[src/rtl/clk_pattern_pkg.sv]
// Shared types and constants for the clock-pattern controller.
// Channel state encoding, index width and reset config.
package clk_pattern_pkg;

  typedef enum logic [1:0] {
    IDLE = 2'd0,
    HIGH = 2'd1,
    LOW  = 2'd2
  } state_t;

  localparam int CH_W     = 2;
  localparam int RST_HIGH = 1;
  localparam int RST_LOW  = 1;

endpackage

[src/rtl/clk_pattern_chan.sv]
// One pattern channel: phase FSM, down-counter, active and
// shadow config with a pending flag.
module clk_pattern_chan
  import clk_pattern_pkg::*;
#(
  parameter int CNT_W = 8
) (
  input  logic             clk,
  input  logic             rst,
  input  logic             run,
  input  logic             ld,
  input  logic [CNT_W-1:0] ld_high,
  input  logic [CNT_W-1:0] ld_low,
  output logic             pat,
  output logic             start,
  output logic             busy,
  output logic             pending
);

  state_t           state;
  logic [CNT_W-1:0] cnt;
  logic [CNT_W-1:0] high;
  logic [CNT_W-1:0] low;
  logic [CNT_W-1:0] sh_high;
  logic [CNT_W-1:0] sh_low;
  logic [CNT_W-1:0] nxt_high;

  // High time of the next period once any shadow is promoted.
  always_comb nxt_high = pending ? sh_high : high;

  always_ff @(posedge clk) begin
    if (rst) begin
      state   <= IDLE;
      cnt     <= '0;
      high    <= CNT_W'(RST_HIGH);
      low     <= CNT_W'(RST_LOW);
      sh_high <= '0;
      sh_low  <= '0;
      pending <= 1'b0;
      pat     <= 1'b0;
      start   <= 1'b0;
      busy    <= 1'b0;
    end else begin
      start <= 1'b0;
      unique case (state)
        IDLE: begin
          if (run) begin
            state <= HIGH;
            cnt   <= high - 1'b1;
            pat   <= 1'b1;
            start <= 1'b1;
            busy  <= 1'b1;
          end
        end
        HIGH: begin
          if (cnt == '0) begin
            state <= LOW;
            cnt   <= low - 1'b1;
            pat   <= 1'b0;
          end else begin
            cnt <= cnt - 1'b1;
          end
        end
        LOW: begin
          if (cnt == '0) begin
            if (pending) begin
              high    <= sh_high;
              low     <= sh_low;
              pending <= 1'b0;
            end
            if (run) begin
              state <= HIGH;
              cnt   <= nxt_high - 1'b1;
              pat   <= 1'b1;
              start <= 1'b1;
            end else begin
              state <= IDLE;
              busy  <= 1'b0;
            end
          end else begin
            cnt <= cnt - 1'b1;
          end
        end
        default: begin
          state <= IDLE;
          pat   <= 1'b0;
          busy  <= 1'b0;
        end
      endcase
      // ld is only granted while pending is clear, so it never
      // races the shadow promotion above.
      if (ld) begin
        if (state == IDLE) begin
          high <= ld_high;
          low  <= ld_low;
        end else begin
          sh_high <= ld_high;
          sh_low  <= ld_low;
          pending <= 1'b1;
        end
      end
    end
  end

endmodule

[src/rtl/clk_pattern_ctrl.sv]
// Multi-channel periodic pattern generator with a
// valid/ready config port and per-channel shadowing.
module clk_pattern_ctrl
  import clk_pattern_pkg::*;
#(
  parameter int NUM_CH = 3,
  parameter int CNT_W  = 8
) (
  input  logic              clk,
  input  logic              rst,
  input  logic              cfg_valid,
  output logic              cfg_ready,
  input  logic [CH_W-1:0]   cfg_ch,
  input  logic [CNT_W-1:0]  cfg_high,
  input  logic [CNT_W-1:0]  cfg_low,
  output logic              cfg_err,
  input  logic [NUM_CH-1:0] run_en,
  output logic [NUM_CH-1:0] pat_out,
  output logic [NUM_CH-1:0] period_start,
  output logic [NUM_CH-1:0] busy
);

  logic [NUM_CH-1:0] pending;
  logic [3:0]        pend4;
  logic              ch_ok;
  logic              xfer;
  logic              bad;
  logic              load;

  always_comb begin
    pend4             = '0;
    pend4[NUM_CH-1:0] = pending;
  end

  assign ch_ok     = 32'(cfg_ch) < 32'(NUM_CH);
  assign cfg_ready = ch_ok ? !pend4[cfg_ch] : 1'b1;
  assign xfer      = cfg_valid && cfg_ready;
  assign bad       = !ch_ok || (cfg_high == '0) || (cfg_low == '0);
  assign load      = xfer && !bad;

  always_ff @(posedge clk) begin
    if (rst) begin
      cfg_err <= 1'b0;
    end else begin
      cfg_err <= xfer && bad;
    end
  end

  for (genvar i = 0; i < NUM_CH; i++) begin : g_ch
    clk_pattern_chan #(
      .CNT_W(CNT_W)
    ) u_chan (
      .clk    (clk),
      .rst    (rst),
      .run    (run_en[i]),
      .ld     (load && (cfg_ch == CH_W'(i))),
      .ld_high(cfg_high),
      .ld_low (cfg_low),
      .pat    (pat_out[i]),
      .start  (period_start[i]),
      .busy   (busy[i]),
      .pending(pending[i])
    );
  end

endmodule

[config.mk]
export PLATFORM = sky130hd
export DESIGN_NAME = clk_pattern_ctrl
export DESIGN_NICKNAME = d
export VERILOG_FILES = /design/src/rtl/clk_pattern_pkg.sv /design/src/rtl/clk_pattern_chan.sv /design/src/rtl/clk_pattern_ctrl.sv
export SDC_FILE = /design/constraint.sdc
export NUM_CORES = 1
export LEC_CHECK = 0
export CAP_MARGIN = 25
export CORE_ASPECT_RATIO = 1.25
export CORE_UTILIZATION = 35
export DETAILED_ROUTE_END_ITERATION = 8
export GPL_TIMING_DRIVEN = 0
export SLEW_MARGIN = 10
export SYNTH_ARGS = -nofsm -noshare
export SYNTH_HDL_FRONTEND = slang
export SYNTH_SLANG_ARGS = --single-unit
[constraint.sdc]
create_clock -name clk -period 2 [get_ports clk]
set_input_delay 0.5 -clock clk [delete_from_list [all_inputs] [get_ports clk]]
set_output_delay 0.5 -clock clk [all_outputs]
set_load 0.05 [all_outputs]
# ---- Yosys cells after proc, flatten, opt, wreduce, memory -nomap -nowiden
# Cells that the tools add are included.
dict set report totals {
  elab_cells 220
  reg_bits 139
  inputBits 24
  output_inout_bits 11
}
dict set report classes {
  n_eq_ne 23
  addsub 12
  bitwise 6
  reduce_logical 38
  muxes 108
  magnitude_cmp 2
}
# op n
set ops {}
lappend ops {{8-bit two-way mux} 42}
lappend ops {{8-bit by 1-bit subtractor with 8-bit output, second input constant} 12}
lappend ops {{8-bit case mux with 3 select lines} 3}
lappend ops {{1-bit two-way mux} 41}
lappend ops {{8-bit logical NOT} 5}
lappend ops {{2-bit two-way mux} 9}
lappend ops {{1-bit case mux with 3 select lines} 6}
lappend ops {{2-bit case mux with 3 select lines} 3}
lappend ops {{3-bit AND reduction} 6}
lappend ops {{2-bit by 1-bit != test with 1-bit output, second input constant} 6}
lappend ops {{2-bit != test, second input constant} 6}
lappend ops {{2-bit AND reduction} 6}
lappend ops {{4-bit AND reduction} 3}
lappend ops {{3-bit != test, second input constant} 3}
lappend ops {{3-bit nonzero test} 3}
lappend ops {{2-bit by 1-bit equality test with 1-bit output, second input constant} 4}
lappend ops {{2-bit equality test, second input constant} 4}
lappend ops {{2-bit logical NOT} 4}
lappend ops {{1-bit logical AND} 6}
lappend ops {{1-bit NOT} 6}
lappend ops {{1-bit case mux with 2 select lines} 3}
lappend ops {{1-bit logical NOT} 3}
lappend ops {{2-bit by 3-bit less-than comparator with 1-bit output, second input constant} 1}
lappend ops {{1-bit binary-select mux with 2-bit select} 1}
lappend ops {{2 further kinds} 3}

# ---- Logic depth before layout (Yosys ltp)
dict set report depth {
  word_depth 8
  depth_mapped 11
  ltp_nobuf 10
}

# ---- Cells and area by module
# A second synthesis with hierarchy kept.
dict set report unflattened {
  cells_unflattened 1138
  hier_area_um2 8764.7
}
# mod cells_each area_per_inst_um2 seq_area_each_um2 instances
set modules_own_cells {}
lappend modules_own_cells {{clk_pattern_chan (g_ch[0].u_chan ...)} 369 2832.7 920.9 2}
lappend modules_own_cells {{clk_pattern_chan (g_ch[2].u_chan)} 378 2919.0 920.9 1}
lappend modules_own_cells {clk_pattern_ctrl 22 180.2 20.0 1}

# ---- Least setup slack after synthesis
# OpenSTA, ideal clock, no wires.
dict set report synth_path {
  kind {register to register}
  from {register g_ch[1].u_chan.high[2]}
  to {register g_ch[1].u_chan.cnt[7]}
  period_less_slack_ns 2.180
  required_ns 1.930
  stages_incl_launch_ff 7
  path_buffers 0
  setup_ns 0.070
  arrival_time_ns 2.110
  setup_slack_ns -0.180
  path_cell_list {dfxtp_1 -> or4_1 -> nor4_1 -> a32o_1 -> mux2_2 -> a211o_1 -> a21oi_1}
}
dict set report synth_between {
  elab_chain_cells 5
  word_cells_on_any_way 7
  classes_between {add/sub (2); mux (5)}
}
# item line
set synth_rtl {}
lappend synth_rtl {{start, declared} clk_pattern_chan.sv:22} ;# logic [CNT_W-1:0] high;
lappend synth_rtl {{start signal, assigned} clk_pattern_chan.sv:35} ;# high <= CNT_W'(RST_HIGH);
lappend synth_rtl {{start signal, assigned} clk_pattern_chan.sv:67} ;# high <= sh_high;
lappend synth_rtl {{start signal, assigned} clk_pattern_chan.sv:94} ;# high <= ld_high;
lappend synth_rtl {{8-bit two-way mux} clk_pattern_chan.sv:29} ;# always_comb nxt_high = pending ? sh_high : high;
lappend synth_rtl {{8-bit by 1-bit subtractor with 8-bit output} clk_pattern_chan.sv:73} ;# cnt <= nxt_high - 1'b1;
lappend synth_rtl {{8-bit two-way mux} clk_pattern_chan.sv:71} ;# if (run) begin
lappend synth_rtl {{8-bit two-way mux} clk_pattern_chan.sv:65} ;# if (cnt == '0) begin
lappend synth_rtl {{8-bit case mux with 3 select lines (*)} clk_pattern_chan.sv:45} ;# unique case (state)
lappend synth_rtl {{end signal, assigned} clk_pattern_chan.sv:49} ;# cnt <= high - 1'b1;
lappend synth_rtl {{end signal, assigned} clk_pattern_chan.sv:73}
lappend synth_rtl {{end signal, assigned} clk_pattern_chan.sv:81} ;# cnt <= cnt - 1'b1;
lappend synth_rtl {{end, declared} clk_pattern_chan.sv:21} ;# logic [CNT_W-1:0] cnt;
# Mark *: on every way between the ends. The rest lies on a longest branch, timed or not. The select of a mux whose other input is x is not followed.
# A chain may end at the register's enable or synchronous reset.

# ---- Worst setup path after layout
dict set report layout_path {
  from {register g_ch[0].u_chan.pending}
  to {register g_ch[0].u_chan.sh_high[6]}
}
dict set report layout_between {
  elab_chain_cells 8
}
# item line
set layout_rtl {}
lappend layout_rtl {{start, declared} clk_pattern_chan.sv:17} ;# output logic pending
lappend layout_rtl {{start signal, assigned} clk_pattern_chan.sv:39} ;# pending <= 1'b0;
lappend layout_rtl {{start signal, assigned} clk_pattern_chan.sv:69} ;# pending <= 1'b0;
lappend layout_rtl {{start signal, assigned} clk_pattern_chan.sv:99} ;# pending <= 1'b1;
lappend layout_rtl {{1-bit binary-select mux with 2-bit select} clk_pattern_ctrl.sv:36} ;# assign cfg_ready = ch_ok ? !pend4[cfg_ch] : 1'b1;
lappend layout_rtl {{1-bit two-way mux (implied by the code)} clk_pattern_ctrl.sv:36}
lappend layout_rtl {{1-bit logical NOT} clk_pattern_ctrl.sv:36}
lappend layout_rtl {{1-bit two-way mux} clk_pattern_ctrl.sv:36}
lappend layout_rtl {{1-bit logical AND} clk_pattern_ctrl.sv:37} ;# assign xfer = cfg_valid && cfg_ready;
lappend layout_rtl {{1-bit logical AND} clk_pattern_ctrl.sv:39} ;# assign load = xfer && !bad;
lappend layout_rtl {{1-bit logical AND} clk_pattern_ctrl.sv:56} ;# .ld (load && (cfg_ch == CH_W'(i))),
lappend layout_rtl {{2-bit AND reduction (no source line)} --}
lappend layout_rtl {{end signal, assigned} clk_pattern_chan.sv:97} ;# sh_high <= ld_high;
lappend layout_rtl {{end, declared} clk_pattern_chan.sv:24} ;# logic [CNT_W-1:0] sh_high;
# Every way passes these cells. The select of a mux whose other input is x is not followed.

==> results.yml <==
global_route:
  antenna_found_initial: 0
  grt_pass1_wl_microns: 42700
  grt_max_degree: 17
  grt_overflow_total: 0
  track_usage: 0.223
  grt_pass1_vias: 7760
floorplan:
  pin_count: 35
  start_util: 0.358
  dieArea_sq_um: 25000
  core_area_sq_um: 23800
  die_h_microns: 177
  fp.dieW_microns: 142
  row_count: 63
sta:
  fin_skew_ns: 0.00772
  slew_violations: 0
  final.min_clock_period_ns: 2.11
  final_hold_viol_count: 0
  fmax_mhz: 474
  post-route-period-util: 1.05
  rsz0062_at_grt: "true"
  setup_slack_ns: -0.109
  worst_slew_pin_slew_ns: 0.742
  relSlewSlack: 0.505
  finalSetupViolations: 41
  fin_setup_tns_ns: -2.03
power:
  ir_worst_vdd_mv: 0.819
  power_mw: 13.4
  power_density_nw_per_um2: 1180
  power.leakage_nw: 4.62
layout:
  syn2layout_area_growth_pct: 33.3
  diodes: 0
  utilization: 0.478
  fin_nets: 1199
  fin_area_sq_um: 11400
  drive_gt1_frac: 0.259
job:
  max_cap_viol_count: 0
clock_network:
  cts.sinks: 139
  htree_levels: 4
  cts-root-buf: "clkbuf_16"
  clkTransAtPathRegs_ns: 0.06
  cts_made_buffers: 17
  cts_tree: "done"
  cts_buffer_depth: 2
  clock_latency_ns: 0.43
synthesis:
  synth.top_cell.area_share: 0.326
  synthAdderAreaFrac: 0.0396
  async_reset_ff_frac: 0
  syn-instance-count: 1026
  synth.distinct_cells: 70
  syn_avg_cell_area_sq_um: 8.31
  synthTopCellsByArea: "dfxtp_1 (33%), mux2i_1 (14%), nor2_1 (6.6%), ha_1 (4.0%), a211oi_1 (3.9%)"
  synth_top_area_cell: "dfxtp_1"
  seq_area_frac_synth: 0.326
  synth_most_common_cell: "nor2_1"
  synth_ff_type: "dfxtp_1"
  ys_warn_count: 0
  synth.mux.area_fraction: 0.140
  synth_simple_gate_area_frac: 0.186
  synth_edf_count: 0
  synthesis.area_sq_um: 8530
  synthXorXnorAreaFrac: 0.0544
  synth.cells.most_frequent: "nor2_1 (151), dfxtp_1 (139), mux2i_1 (116)"
  synth_nets: 1077
  ys_ff_latch: 139
  synth_compound_area_frac: 0.194
  synth_top_family_by_area: "compound AO/OA/AOI/OAI gates"
placed_design:
  place_hpwl_microns: 19100
  place_congestion: 0.881
  io_buffers: 32
  dpl-instance-area_sq_um: 9320
status:
  violations: "negative setup slack"
  status: "finished, violations left"
routing:
  drc_errors: 0
  dr.pass1.iters: 5
  wl_per_cell_microns: 18.5
  wl_microns: 27500
  routed_via_density: 5.45
  initialDrtViolationCount: 504
  vias: 8103
  ant_nets: 0
critical_path:
  r2r-end: "g_ch[0].u_chan.sh_high[6]$_SDFFE_PP0P_"
  critical_path_class: "reg2reg"
  critPathArrivalTime_ns: 2.41
  r2r_slack_ns: -0.11
  r2r-start: "g_ch[0].u_chan.pending$_SDFF_PP0_"
  end_kind: "flop"
  startpoint_type: "flop"
  path_max_fanout: 8
  rr_worst_depth: 9
  worstPathRequired_ns: 2.30
  crit_end: "g_ch[0].u_chan.sh_high[6]$_SDFFE_PP0P_"
  crit_start: "g_ch[0].u_chan.pending$_SDFF_PP0_"
worst_hold_path:
  hold_class: "in2reg"
  whs_path_depth: 3
[registers in the layout (all words and copies together) (netlist names)]
register and count:
g_ch.u_chan.cnt 24, g_ch.u_chan.high 24, g_ch.u_chan.low 24, g_ch.u_chan.sh_high 24, g_ch.u_chan.sh_low 24, g_ch.u_chan.state 6, g_ch.u_chan.busy 3, g_ch.u_chan.pat 3
g_ch.u_chan.pending 3, g_ch.u_chan.start 3, cfg_err 1
[final cells by class]
type | count | area (sq um)
multi-input cells | 776 | 5860
clock inverters | 11 | 166
plain buffers | 67 | 524
clock buffers | 21 | 470
inverters | 39 | 150
flip-flops and latches | 139 | 2810
repair buffers | 108 | 986
well taps | 325 | 407
fillers | 2325 | 12400
[how the worst min path moves through the flow]
stage / end / startpoint / slack, ns
after global placement: g_ch[0].u_chan.sh_low[3]$_SDFFE_PP0P_ / g_ch[0].u_chan.sh_low[3]$_SDFFE_PP0P_ / 0.47
after CTS: g_ch[1].u_chan.start$_SDFF_PP0_ / run_en[1] / 0.43
after global routing: g_ch[1].u_chan.start$_SDFF_PP0_ / run_en[1] / 0.48
after floorplan: g_ch[1].u_chan.sh_low[0]$_SDFFE_PP0P_ / g_ch[1].u_chan.sh_low[0]$_SDFFE_PP0P_ / 0.46
after detailed placement: g_ch[0].u_chan.sh_low[7]$_SDFFE_PP0P_ / g_ch[0].u_chan.sh_low[7]$_SDFFE_PP0P_ / 0.48
final: g_ch[1].u_chan.start$_SDFF_PP0_ / run_en[1] / 0.45
[layer usage]
metal  GRT usage  part of all wire  up-vias
met3      0.0358             0.034       71
met2       0.383              0.50      201
li1            -                 -     3941
met5           0                 0        -
met4       0.108             0.039        0
met1       0.269              0.43     3890
[worst max-delay path, cell delays in order, from the launching register on]
cell and delay [ns]:
dfxtp_2 0.33, buf_6 0.13, mux2i_4 0.20, o221ai_2 0.14
and4b_2 0.37, nor3b_4 0.23, buf_6 0.19, clkbuf_16 0.17
mux2i_1 0.18, nor2_1 0.05
[cell families after synthesis]
logic type	count (synthesis)
compound gates	250
xor+xnor	53
fa+ha+maj	27
buf+inv	111
flops	139
mux	119
simple gates	327
[timing repair]
action,in CTS,in global routing
buffers inserted,32,38
pin swaps,39,55
hold buffers,0,0
gates cloned,3,3
gates resized for setup,202,100
endpoints found under the hold margin,0,0
endpoints found under the setup margin,145,109
[where the power goes]
| group | switching [mW] | internal [mW] | leakage [nW] |
|---|---|---|---|
| logic | 3.59 | 2.84 | 3.18 |
| registers | 0.426 | 3.13 | 1.14 |
| clock network | 1.26 | 2.18 | 0.305 |
[layout by cell type (no fill, tap or decap), types with 8 or more instances in the layout]
| cell | n |
|---|---|
| clkbuf_1 | 21 |
| xnor2_1 | 29 |
| nand3_1 | 13 |
| a211oi_2 | 12 |
| buf_4 | 68 |
| nor4_1 | 8 |
| o21ai_1 | 13 |
| xor2_1 | 23 |
| dlygate4sd2_1 | 13 |
| o21ai_0 | 47 |
| a21oi_1 | 46 |
| dfxtp_2 | 13 |
| nand2_1 | 44 |
| ha_1 | 17 |
| clkdlybuf4s15_2 | 12 |
| nor2_1 | 146 |
| buf_6 | 30 |
| clkbuf_16 | 18 |
| dfxtp_1 | 124 |
| o211ai_1 | 8 |
| mux2i_1 | 108 |
| or3_1 | 8 |
| a211oi_1 | 35 |
| clkbuf_2 | 12 |
| nor3_1 | 32 |
| nand2b_1 | 9 |
| inv_1 | 31 |
[through the flow]
stage / setup WS (ns) / std cells / hold slack [ns]
floorplan: -0.0447 / 1026 / 0.456
global placement: -1.16 / 1383 / 0.474
detailed placement: -1.17 / 1383 / 0.484
CTS: -0.140 / 1447 / 0.428
global route: -0.169 / 1486 / 0.482
finish: -0.109 / 1486 / 0.448
Note: power is estimated with default switching activity, not from simulation.
